## config.mk

```make
export PLATFORM = sky130hd
export DESIGN_NAME = req_agent
export DESIGN_NICKNAME = d
export VERILOG_FILES = /design/src/rtl/req_agent.sv
export SDC_FILE = /design/constraint.sdc
export NUM_CORES = 1
export LEC_CHECK = 0
export ABC_AREA = 1
export BUFFER_PORTS_ARGS = -buffer_cell sky130_fd_sc_hd__buf_2
export CAP_MARGIN = 10
export CORE_MARGIN = 1.5
export CORE_UTILIZATION = 45
export CTS_CLUSTER_SIZE = 24
export DETAILED_ROUTE_END_ITERATION = 12
export PLACE_DENSITY_LB_ADDON = 0.3
export SLEW_MARGIN = 10
export SYNTH_ARGS = -nofsm -noshare
export SYNTH_HDL_FRONTEND = slang
export SYNTH_SLANG_ARGS = --single-unit
```

## constraint.sdc

```tcl
create_clock -name clk -period 3.6 [get_ports clk]
set_clock_uncertainty 0.15 [all_clocks]
set_input_delay 0.72 -clock clk [delete_from_list [all_inputs] [get_ports clk]]
set_output_delay 0.72 -clock clk [all_outputs]
set_load 0.02 [all_outputs]
```

## src/rtl/req_agent.sv

```systemverilog
// req_agent: three independent request channels feeding a fixed-priority grant arbiter.
// Optional starvation watchdog is built only when REQ_AGENT_WATCHDOG_EN is defined.
module req_agent #(
    parameter int TENURE   = 4,
    parameter int DEPTH    = 7,
    parameter int WD_LIMIT = 64,
    localparam int PW      = $clog2(DEPTH + 1)
) (
    input  logic            clk,
    input  logic            rst,
    input  logic [2:0]      job_in,
    input  logic            g1,
    input  logic            g2,
    input  logic            g3,
    output logic            r1,
    output logic            r2,
    output logic            r3,
    output logic [2:0]      done,
    output logic [2:0]      ovf,
    output logic            err,
    output logic [2:0]      starve,
    output logic [5:0]      dbg_state_o,
    output logic [3*PW-1:0] dbg_pending_o
);
    // Handshake: rN is a registered level held high for the whole job; gN is
    // sampled on each rising edge and advances the job only while rN is high.
    typedef enum logic [1:0] {
        ST_IDLE   = 2'd0,
        ST_ACTIVE = 2'd1,
        ST_GAP    = 2'd2
    } state_e;

    localparam logic [7:0]    TEN_LAST = 8'(TENURE - 1);
    localparam logic [PW-1:0] PEND_MAX = PW'(DEPTH);

    if (TENURE < 1 || TENURE > 255 || DEPTH < 1 || DEPTH > 255 || WD_LIMIT < 1) begin : g_bad_param
        $error("req_agent: parameter out of range");
    end

    logic [2:0]    g_vec;
    state_e        state_q [3];
    state_e        state_d [3];
    logic [PW-1:0] pend_q  [3];
    logic [PW-1:0] pend_d  [3];
    logic [7:0]    ten_q   [3];
    logic [7:0]    ten_d   [3];
    logic [2:0]    r_q, r_d;
    logic [2:0]    done_q, done_d;
    logic [2:0]    ovf_q, ovf_d;
    logic          err_q, err_d;
    logic [2:0]    complete;

    assign g_vec = {g3, g2, g1};

    always_comb begin
        state_d  = state_q;
        pend_d   = pend_q;
        ten_d    = ten_q;
        r_d      = '0;
        done_d   = '0;
        ovf_d    = '0;
        complete = '0;
        // A grant to a non-requesting channel, or two grants at once, is a protocol error.
        err_d = err_q | (|(g_vec & ~r_q)) | ((g_vec & (g_vec - 3'd1)) != 3'd0);

        for (int ch = 0; ch < 3; ch++) begin
            complete[ch] = (state_q[ch] == ST_ACTIVE) && g_vec[ch] && (ten_q[ch] == TEN_LAST);
            ovf_d[ch]    = job_in[ch] && (pend_q[ch] == PEND_MAX) && !complete[ch];

            if (job_in[ch] && !ovf_d[ch] && !complete[ch]) begin
                pend_d[ch] = pend_q[ch] + 1'b1;
            end else if (complete[ch] && !job_in[ch]) begin
                pend_d[ch] = pend_q[ch] - 1'b1;
            end

            case (state_q[ch])
                ST_IDLE: begin
                    if (pend_q[ch] != '0 || job_in[ch]) begin
                        state_d[ch] = ST_ACTIVE;
                    end
                end
                ST_ACTIVE: begin
                    if (complete[ch]) begin
                        ten_d[ch]   = '0;
                        state_d[ch] = ST_GAP;
                    end else if (g_vec[ch]) begin
                        ten_d[ch] = ten_q[ch] + 8'd1;
                    end
                end
                ST_GAP: begin
                    state_d[ch] = (pend_d[ch] != '0) ? ST_ACTIVE : ST_IDLE;
                end
                default: begin
                    state_d[ch] = ST_IDLE;
                end
            endcase

            r_d[ch]    = (state_d[ch] == ST_ACTIVE);
            done_d[ch] = complete[ch];
        end
    end

    always_ff @(posedge clk) begin
        if (rst) begin
            for (int ch = 0; ch < 3; ch++) begin
                state_q[ch] <= ST_IDLE;
                pend_q[ch]  <= '0;
                ten_q[ch]   <= '0;
            end
            r_q    <= '0;
            done_q <= '0;
            ovf_q  <= '0;
            err_q  <= 1'b0;
        end else begin
            state_q <= state_d;
            pend_q  <= pend_d;
            ten_q   <= ten_d;
            r_q     <= r_d;
            done_q  <= done_d;
            ovf_q   <= ovf_d;
            err_q   <= err_d;
        end
    end

`ifdef REQ_AGENT_WATCHDOG_EN
    localparam int            WW     = $clog2(WD_LIMIT + 1);
    localparam logic [WW-1:0] WD_MAX = WW'(WD_LIMIT);

    logic [WW-1:0] wd_q [3];
    logic [WW-1:0] wd_d [3];
    logic [2:0]    starve_q, starve_d;

    // Counts consecutive requested-but-ungranted cycles; saturates at the limit.
    always_comb begin
        wd_d     = wd_q;
        starve_d = starve_q;
        for (int ch = 0; ch < 3; ch++) begin
            if (r_q[ch] && !g_vec[ch]) begin
                wd_d[ch] = (wd_q[ch] == WD_MAX) ? wd_q[ch] : wd_q[ch] + 1'b1;
            end else begin
                wd_d[ch] = '0;
            end
            if (wd_d[ch] == WD_MAX) begin
                starve_d[ch] = 1'b1;
            end
        end
    end

    always_ff @(posedge clk) begin
        if (rst) begin
            for (int ch = 0; ch < 3; ch++) begin
                wd_q[ch] <= '0;
            end
            starve_q <= '0;
        end else begin
            wd_q     <= wd_d;
            starve_q <= starve_d;
        end
    end

    assign starve = starve_q;
`else
    assign starve = '0;
`endif

    assign r1            = r_q[0];
    assign r2            = r_q[1];
    assign r3            = r_q[2];
    assign done          = done_q;
    assign ovf           = ovf_q;
    assign err           = err_q;
    assign dbg_state_o   = {state_q[2], state_q[1], state_q[0]};
    assign dbg_pending_o = {pend_q[2], pend_q[1], pend_q[0]};

endmodule

```

==> flow_metrics.env <==
export IMPL_use_met1_pct=21.9
export IMPL_drt_iter0_markers=89
export IMPL_die_w_um=77.7
export IMPL_post_dp_hpwl_um=3730
export IMPL_crit_required_ps=2730
export IMPL_post_route_util_pct=52.4
export IMPL_dp_cells=441
export IMPL_avgRoutedWirePerCell_um=10.8
export IMPL_cts_resized=0
export IMPL_clockRootBuffer="clkbuf_8"
export IMPL_grt_total_usage_pct=17.2
export IMPL_drc=0
export IMPL_ant_nets=0
export IMPL_post_cts_setup_buffer_count=0
export IMPL_ys_seq_elements=49
export IMPL_io_buffers=32
export IMPL_hp_class="reg2reg"
export IMPL_maxCapViolCount=0
export IMPL_clk_pin_slew_ps=90
export IMPL_crit_path_end_kind="primary output"
export IMPL_ir_drop_uv=198
export IMPL_critPathKind="reg2out"
export IMPL_final_hold_violation_count=0
export IMPL_grt_pass1_vias=1953
export IMPL_cts_max_path_buffers=2
export IMPL_top_usage_layer="met2"
export IMPL_cts_tree="yes"
export IMPL_grt_use_met2_pct=28.3
export IMPL_diodes=0
export IMPL_arrival_ps=1010
export IMPL_start_util_pct=46.1
export IMPL_clkSinkCount=49
export IMPL_setup_tns_ps=0
export IMPL_slew_headroom_pct=63.4
export IMPL_ys_seq_area_share_pct=39.1
export IMPL_synth_top_area_share_pct=39.1
export IMPL_critPathBufInv=1
export IMPL_worst_slew_pin_slew_ps=549
export IMPL_fp_dieH_um=77.7
export IMPL_setup_viol=0
export IMPL_grt_start_max_net_pins=32
export IMPL_cp_slowest_stage_delay_ps=490
export IMPL_numCtsBuffers=5
export IMPL_syn_area_per_cell_sq_um=7.36
export IMPL_drive_gt1_share_pct=19.4
export IMPL_die_area_sq_um=6030
export IMPL_row_count=27
export IMPL_drv_slew=0
export IMPL_firstDrtPassIters=4
export IMPL_layout_min_cycle_time_ps=1880
export IMPL_grt_setup_unrepaired="no"
export IMPL_core_sq_um=5440
export IMPL_synth_area_leaders="dfxtp_1 39%, nand2_1 9.9%, nor2_1 8.2%, ha_1 7.5%, nand3_1 6.2%"
export IMPL_timing_critical_path_cells="buf_2"
export IMPL_synth_cell_type_count=34
export IMPL_globalplace_congestion=0.850
export IMPL_vias=2188
export IMPL_syn2layout_area_growth_pct=13.7
export IMPL_critPathSlowestCell="dfxtp_1"
export IMPL_status="finished clean"
export IMPL_yosys_warnings=0
export IMPL_power_leakage_nw=1.34
export IMPL_cts_hold_buf=0
export IMPL_grt_util_met3_pct=2.94
export IMPL_start_kind="flop"
export IMPL_synth_area_sq_um=2510
export IMPL_antenna_found_initial=0
export IMPL_layout_commonest_cell="nand2_1"
export IMPL_htreeDepth=2
export IMPL_worst_path_max_fanout=6
export IMPL_yosys_area_top_type="dfxtp_1"
export IMPL_fmax_mhz=531
export IMPL_nNetsFinal=399
export IMPL_ios=36
export IMPL_pwr_density_cell_nw_per_um2=400
export IMPL_p_total_mw=1.14
export IMPL_clock_latency_ps=300
export IMPL_grt_pass1_wl_um=8420
export IMPL_instances_no_fill=449
export IMPL_crit_family="flip-flops"
export IMPL_grt_overflow_total=0
export IMPL_syn_inst=341
export IMPL_drt_wl_total_um=4870
export IMPL_final_cell_mix="66 x nand2_1, 55 x nor2_1, 49 x dfxtp_1, 32 x buf_2, 31 x nand3_1"
export IMPL_min_period_over_period_pct=52.3
export IMPL_vias_per_cell=4.87
## flip-flops by register name (all words and copies together), names as in the netlist
| signal | count |
|---|---|
| err | 1 |
| dbg_pending_o | 9 |
| ten_q | 24 |
| dbg_state_o | 6 |
| done | 3 |
| r_q | 3 |
| ovf | 3 |
## synth_stat cells (all sizes together)
cell,number
a211oi,2
a21oi,23
a31oi,1
buf,3
clkbuf,3
clkinv,4
conb,1
dfxtp,49
ha,15
inv,36
nand2,74
nand3,34
nand4,5
nor2,62
nor3,5
nor3b,10
o21a,2
o21bai,3
o311ai,1
o31a,1
or2,5
xor2,2
## report_power, final
part	switching (mW)	internal (mW)
Sequential	0.0233	0.562
Combinational	0.0956	0.0526
Clock	0.181	0.226
Total	0.299	0.840
## area by class of cell
cell class	count	area, sq um
inverters	40	151
multi-input cells	248	1350
fillers	564	2590
well taps	72	90.1
clock buffers	6	82.6
clock inverters	2	37.5
flip-flops and latches	49	981
repair buffers	32	160
## worst register-to-register path, stage by stage (launching register included)
cell	delay [ps]
dfxtp_1	350
ha_1	210
ha_1	190
nor2_1	230
nand2_4	90
or2_1	210
nand2_1	100
nand3_2	70
nand2_2	70
a21oi_1	60
## through the flow
| step | setup slack, ps | instance area, sq um | hold slack (ps) |
|---|---|---|---|
| finish | 1720 | 2850 | 347 |
| global route | 1590 | 2850 | 366 |
| CTS | 1690 | 2850 | 348 |
| detailed placement | 1440 | 2730 | 333 |
| global placement | 1460 | 2730 | 323 |
| floorplan | 1760 | 2520 | 312 |
## layer usage
layer  part of all wire (%)  routed length, um
met5                      0                  0
met4                    2.0                 95
met3                    3.0                145
met2                     47               2290
met1                     48               2340
## final timing paths
kind                                from               endpoint  slack, ps  cells after the start
max            dbg_state_o[2]$_SDFF_PP0_         dbg_state_o[2]       1720                      1
min                ten_q[1]$_SDFFE_PP0P_  ten_q[1]$_SDFFE_PP0P_        350                      2
max reg2reg  dbg_pending_o[3]$_SDFF_PP0_      r_q[1]$_SDFF_PP0_       1750                      9
min reg2reg        ten_q[1]$_SDFFE_PP0P_  ten_q[1]$_SDFFE_PP0P_        350                      2
## logic make-up (layout without fill, tap and decap cells)
group,Yosys count,count (layout),synth area share [%]
compound gates,33,33,7.63
fa+ha+maj,15,15,7.48
simple gates,195,195,37.6
xor+xnor,2,2,0.698
flops,49,49,39.1
other cells,1,3,0.149
buf+inv,46,80,7.38
Note: power is estimated with default switching activity, not from simulation.
